**config.mk**
```make
export PLATFORM = sky130hd
export DESIGN_NAME = seq_count_up_prog
export DESIGN_NICKNAME = d
export VERILOG_FILES = /design/src/rtl/seq_count_up_prog.sv
export SDC_FILE = /design/constraint.sdc
export NUM_CORES = 1
export LEC_CHECK = 0
export ABC_AREA = 1
export CAP_MARGIN = 20
export CORE_AREA = 5 5 42 44
export DETAILED_ROUTE_END_ITERATION = 12
export DIE_AREA = 0 0 47 49
export PLACE_DENSITY = 0.78
export SYNTH_ARGS = -nofsm -noshare
export SYNTH_HDL_FRONTEND = slang
export SYNTH_SLANG_ARGS = --single-unit
```
**constraint.sdc**
```tcl
create_clock -name clk -period 1.3 [get_ports clk]
set_input_delay 0.195 -clock clk [delete_from_list [all_inputs] [get_ports clk]]
set_output_delay 0.195 -clock clk [all_outputs]
set_load 0.05 [all_outputs]
```
**src/rtl/seq_count_up_prog.sv**
```systemverilog
// Programmable NBITS-wide up counter with start/stop run control, synchronous load,
// and wrap or one-shot end-of-count behaviour.
//
// state | meaning
// IDLE  | holding out, waiting for start or load
// COUNT | incrementing toward limit each cycle
// DONE  | one-shot finished, out parked at limit
module seq_count_up_prog #(
  parameter int NBITS = 3
) (
  input  logic             clk,
  input  logic             reset,
  input  logic             start,
  input  logic             stop,
  input  logic             load,
  input  logic [NBITS-1:0] load_val,
  input  logic [NBITS-1:0] limit,
  input  logic             mode,
  output logic [NBITS-1:0] out,
  output logic             busy,
  output logic             tc,
  output logic             done
);

  typedef enum logic [1:0] {
    IDLE  = 2'd0,
    COUNT = 2'd1,
    DONE  = 2'd2
  } state_t;

  state_t state;

  always_ff @(posedge clk) begin
    if (reset) begin
      out   <= '0;
      state <= IDLE;
    end else if (load) begin
      out <= load_val;
      if (state == DONE) state <= IDLE;
    end else if (stop) begin
      if (state == COUNT) state <= IDLE;
    end else if (start && (state != COUNT)) begin
      // Leaving DONE restarts from zero; leaving IDLE resumes from the held value.
      if (state == DONE) out <= '0;
      state <= COUNT;
    end else if (state == COUNT) begin
      if (out != limit) begin
        out <= out + 1'b1;
      end else if (!mode) begin
        out <= '0;
      end else begin
        state <= DONE;
      end
    end
  end

  assign busy = (state == COUNT);
  assign done = (state == DONE);
  assign tc   = (state == COUNT) && (out == limit);

endmodule

```
==> results by stage <==
Timing:
- In the finished design, the share of the clock period the worst path needs comes to 102%.
- The setup slack after layout is -0.0290 ns.
- The final critical path time including I/O delays and setup is 1.33 ns.
- The relative max-transition margin is 80.2%.
- The pin slew with the least headroom to its limit is 0.296 ns.
- Derived from the worst setup path, the maximum achievable clock frequency is 752 MHz.
- The setup skew after layout is 0.00105 ns.
- The hold violation total from the final report is 0.
- Setup repair after global routing could not meet its margin everywhere.
- After routing, the total negative slack on setup checks comes to -0.0290 ns.
- The count of final setup violators is 1.
- The count of final max-slew check failures is 0.
- The final hold slack is 0.473 ns.

Cells and area:
- The layout net count is 136.
- The library cell used most frequently in the layout, excluding fill and tap cells, is sky130_fd_sc_hd__nand2_1.
- Counting the fill cells in the layout gives 120.
- The repair_antennas step left the layout with diodes totalling 0.
- The fraction of layout instances using a drive strength above 1 is 45.1%.
- The top cell types in the final layout, fill and taps aside, are sky130_fd_sc_hd__nand2_1 (24), sky130_fd_sc_hd__buf_4 (12), sky130_fd_sc_hd__nor2_1 (11), sky130_fd_sc_hd__inv_1 (9), sky130_fd_sc_hd__nand2_2 (8).
- The post-synthesis to final-layout area growth is 95.8%.
- Once layout is complete, the utilization of the core stands at 66.4%.

Yosys:
- The most instantiated flip-flop cell in the synthesis netlist is sky130_fd_sc_hd__dfxtp_1.
- Counting every net in the synthesized netlist gives 102.
- The area share of the largest cell type after synthesis is 24.5%.
- By area the synthesized netlist is led by sky130_fd_sc_hd__nand2_1 (24%), sky130_fd_sc_hd__dfxtp_1 (21%), sky130_fd_sc_hd__inv_1 (11%).
- The cell count after synthesis came out at 89.
- The synthesized design spends more area on one cell type than any other, namely sky130_fd_sc_hd__nand2_1.
- In this run the mean area of a mapped cell was 5.34 µm².
- Yosys mapped a number of flops with a built-in enable equal to 0.
- The mapped cell area is 475 µm².
- The proportion of synthesized flip-flops having asynchronous set or reset is 0%.
- Sequential cells were found to cover 21.1% of the synthesized design area.
- The number of synthesized register bits is 5.
- The Yosys step of the flow raised 0 warnings.
- The count of cell types in the netlist is 17.

Clock network:
- The tree is rooted in a sky130_fd_sc_hd__clkbuf_4.
- For this design, the sink count on the clock tree is 5.
- For the worst-skew pair, the clock arrives at the later sink with an insertion delay of 0.24 ns.
- CTS built an H-tree with a depth of 1.
- The number of CTS-inserted buffers is 3.
- Clock-pin slew was measured on the worst setup and hold paths at 0.04 ns.
- The clock tree from TritonCTS is done.
- The buffer levels on the longest clock path is 2.

Power:
- In this run the power density over the cells is 753 nW/µm².
- The power dissipated by switching net loads is 0.251 mW.
- For this design the static power due to leakage is 0.477 nW.
- Combinational cells account for 49.1% of the total power.
- The share of total power in sequential cells is 26.0%.
- The worst vdd rail ir drop is 0.522 mV.
- The design draws 0.701 mW.
- The part of the total power dissipated in the clock network is 24.8%.
- The internal power component is 0.449 mW.
- Of the total power, the share spent switching nets is 35.9%.

Worst setup path:
- The required time of the worst setup path is 1.11 ns.
- The type of the worst setup path is reg -> out.
- The reg-to-reg critical path startpoint is out[1].
- Setup slack on the worst reg-to-reg path comes out at 0.08 ns.
- The kind of end point of the critical path is an output pin.
- Data arrives at the worst endpoint at 1.13 ns.
- The most critical setup path has its startpoint at out[1].
- The worst setup path is launched from a flip-flop.
- The largest driver fanout on the critical path is 4.

Placement:
- Buffers placed on the I/O ports in this run total 17.
- The last weighted congestion value of the routability-driven placer is 0.799.
- After legalization and detailed placement, the total HPWL measured 1010 µm.
- At the placement stage, the worst setup path has a slack of -0.232 ns.

Die:
- The overall die area is 2300 µm².
- The area of the core is 1400 µm².
- The number of rows in the core area is 14.
- The initial utilization of the core area, before any placement, comes to 33.9%.
- The die extent in y is 49 µm.
- The die span in x is 47 µm.
- The number of placed I/O pins is 18.

Route:
- After detailed routing, the number of remaining DRC violations is 0.
- After detailed routing, the total wire length is 1500 µm.
- The number of detailed-routing iterations run before antenna repair is 4.
- The number of nets with antenna violations after routing is 0.
- The per-cell via count in the routed design is 4.58.
- After detailed routing, the average wire length per cell comes to 10.9 µm.
- The routed layout has 632 vias.
- For this block, the initial DRC count from the detailed router was 13.

Worst hold path:
- In this run the most critical hold path is launched from load.
- The class of the tightest hold or removal check is in -> reg.

Global route:
- Entering global routing, the biggest net connects 7 pins.
- In the global route stage, overall resource usage came out at 14.2%.
- The number of global-route vias before repair is 615.
- The global route total overflow is 0.
- The wire length of the first global-routing pass is 2400 µm.
- The initial antenna violation count is 0.

Run status:
- The checks that failed: negative setup slack.
- The flow ran to the end, but the final reports show violations.

Flow run:
- The count of max-cap constraint violations is 0.
## critical path, cell delays in order (launching register included)
cell and delay (ns):
sky130_fd_sc_hd__dfxtp_4 0.37, sky130_fd_sc_hd__inv_4 0.04, sky130_fd_sc_hd__nand2_2 0.05, sky130_fd_sc_hd__nand2_2 0.06, sky130_fd_sc_hd__inv_2 0.06, sky130_fd_sc_hd__nand3_4 0.07, sky130_fd_sc_hd__nor2_4 0.10, sky130_fd_sc_hd__buf_12 0.14
## sequential cells by signal, summed over array words and instances (netlist names)
name   count
out        3
state      2
## cell usage after synthesis, types with 2 or more instances
cell type and number:
sky130_fd_sc_hd__nand3_1 6, sky130_fd_sc_hd__nand2_2 3, sky130_fd_sc_hd__inv_2 3, sky130_fd_sc_hd__a21oi_1 2, sky130_fd_sc_hd__nor2_1 14, sky130_fd_sc_hd__inv_1 14
sky130_fd_sc_hd__nand2_1 31, sky130_fd_sc_hd__dfxtp_1 5, sky130_fd_sc_hd__nor2_2 3
## logic make-up (layout without fill, tap and decap cells)
| group | count (synthesis) | count (layout) | synth area share (%) |
|---|---|---|---|
| AOI/OAI and AO/OA | 3 | 3 | 3.16 |
| xor gates and xnor gates | 1 | 1 | 1.84 |
| adders and majority gates | 1 | 1 | 2.63 |
| buffers and inverters | 19 | 52 | 17.1 |
| DFF | 5 | 5 | 21.1 |
| and+or+nand+nor | 60 | 60 | 54.2 |
## worst paths after layout
path / endpoint / cells past startpoint
setup / recovery: tc / 7
hold / removal: state[0] / 4
setup reg to reg: out[0] / 10
hold reg to reg: state[1] / 2
## routing by layer
metal  vias up  track usage [%]  wire (µm)
li1        329                -          -
met1       277             16.3        572
met2        22             21.3        813
met3         4             3.32         81
met4         0             11.5         34
met5         -                0          0
## power by group through the flow
| stage | clock network, mW | logic (mW) | registers [mW] |
|---|---|---|---|
| after CTS | 0.185 | 0.325 | 0.181 |
| final | 0.174 | 0.344 | 0.182 |
| after detailed placement | 0 | 0.260 | 0.188 |
| after global placement | 0 | 0.257 | 0.187 |
| after floorplan | 0 | 0.122 | 0.213 |
| after global routing | 0.200 | 0.369 | 0.185 |
## area by class of cell
type                       instances  area (µm²)  area share (%)
multi-input combinational         65         357            38.3
timing repair buffer              30         330            35.5
sequential                         5         116            12.5
inverter                          18        81.3            8.74
clock buffer                       4        26.3            2.82
tap                               16        20.0            2.15
## timing repair
| action | 4_1_cts | 5_1_grt |
|---|---|---|
| endpoints found under the setup margin | 1 | 5 |
| pin swaps | 4 | 4 |
| setup buffers | 10 | 2 |
| gates resized for setup | 14 | 11 |
| hold buffers | 0 | 0 |
## metrics by stage
step | cell area (µm²) | cells
finish | 931 | 138
global route | 931 | 138
CTS | 891 | 137
detailed placement | 771 | 123
global placement | 771 | 123
floorplan | 517 | 89
(Power assumes the default switching activity.)
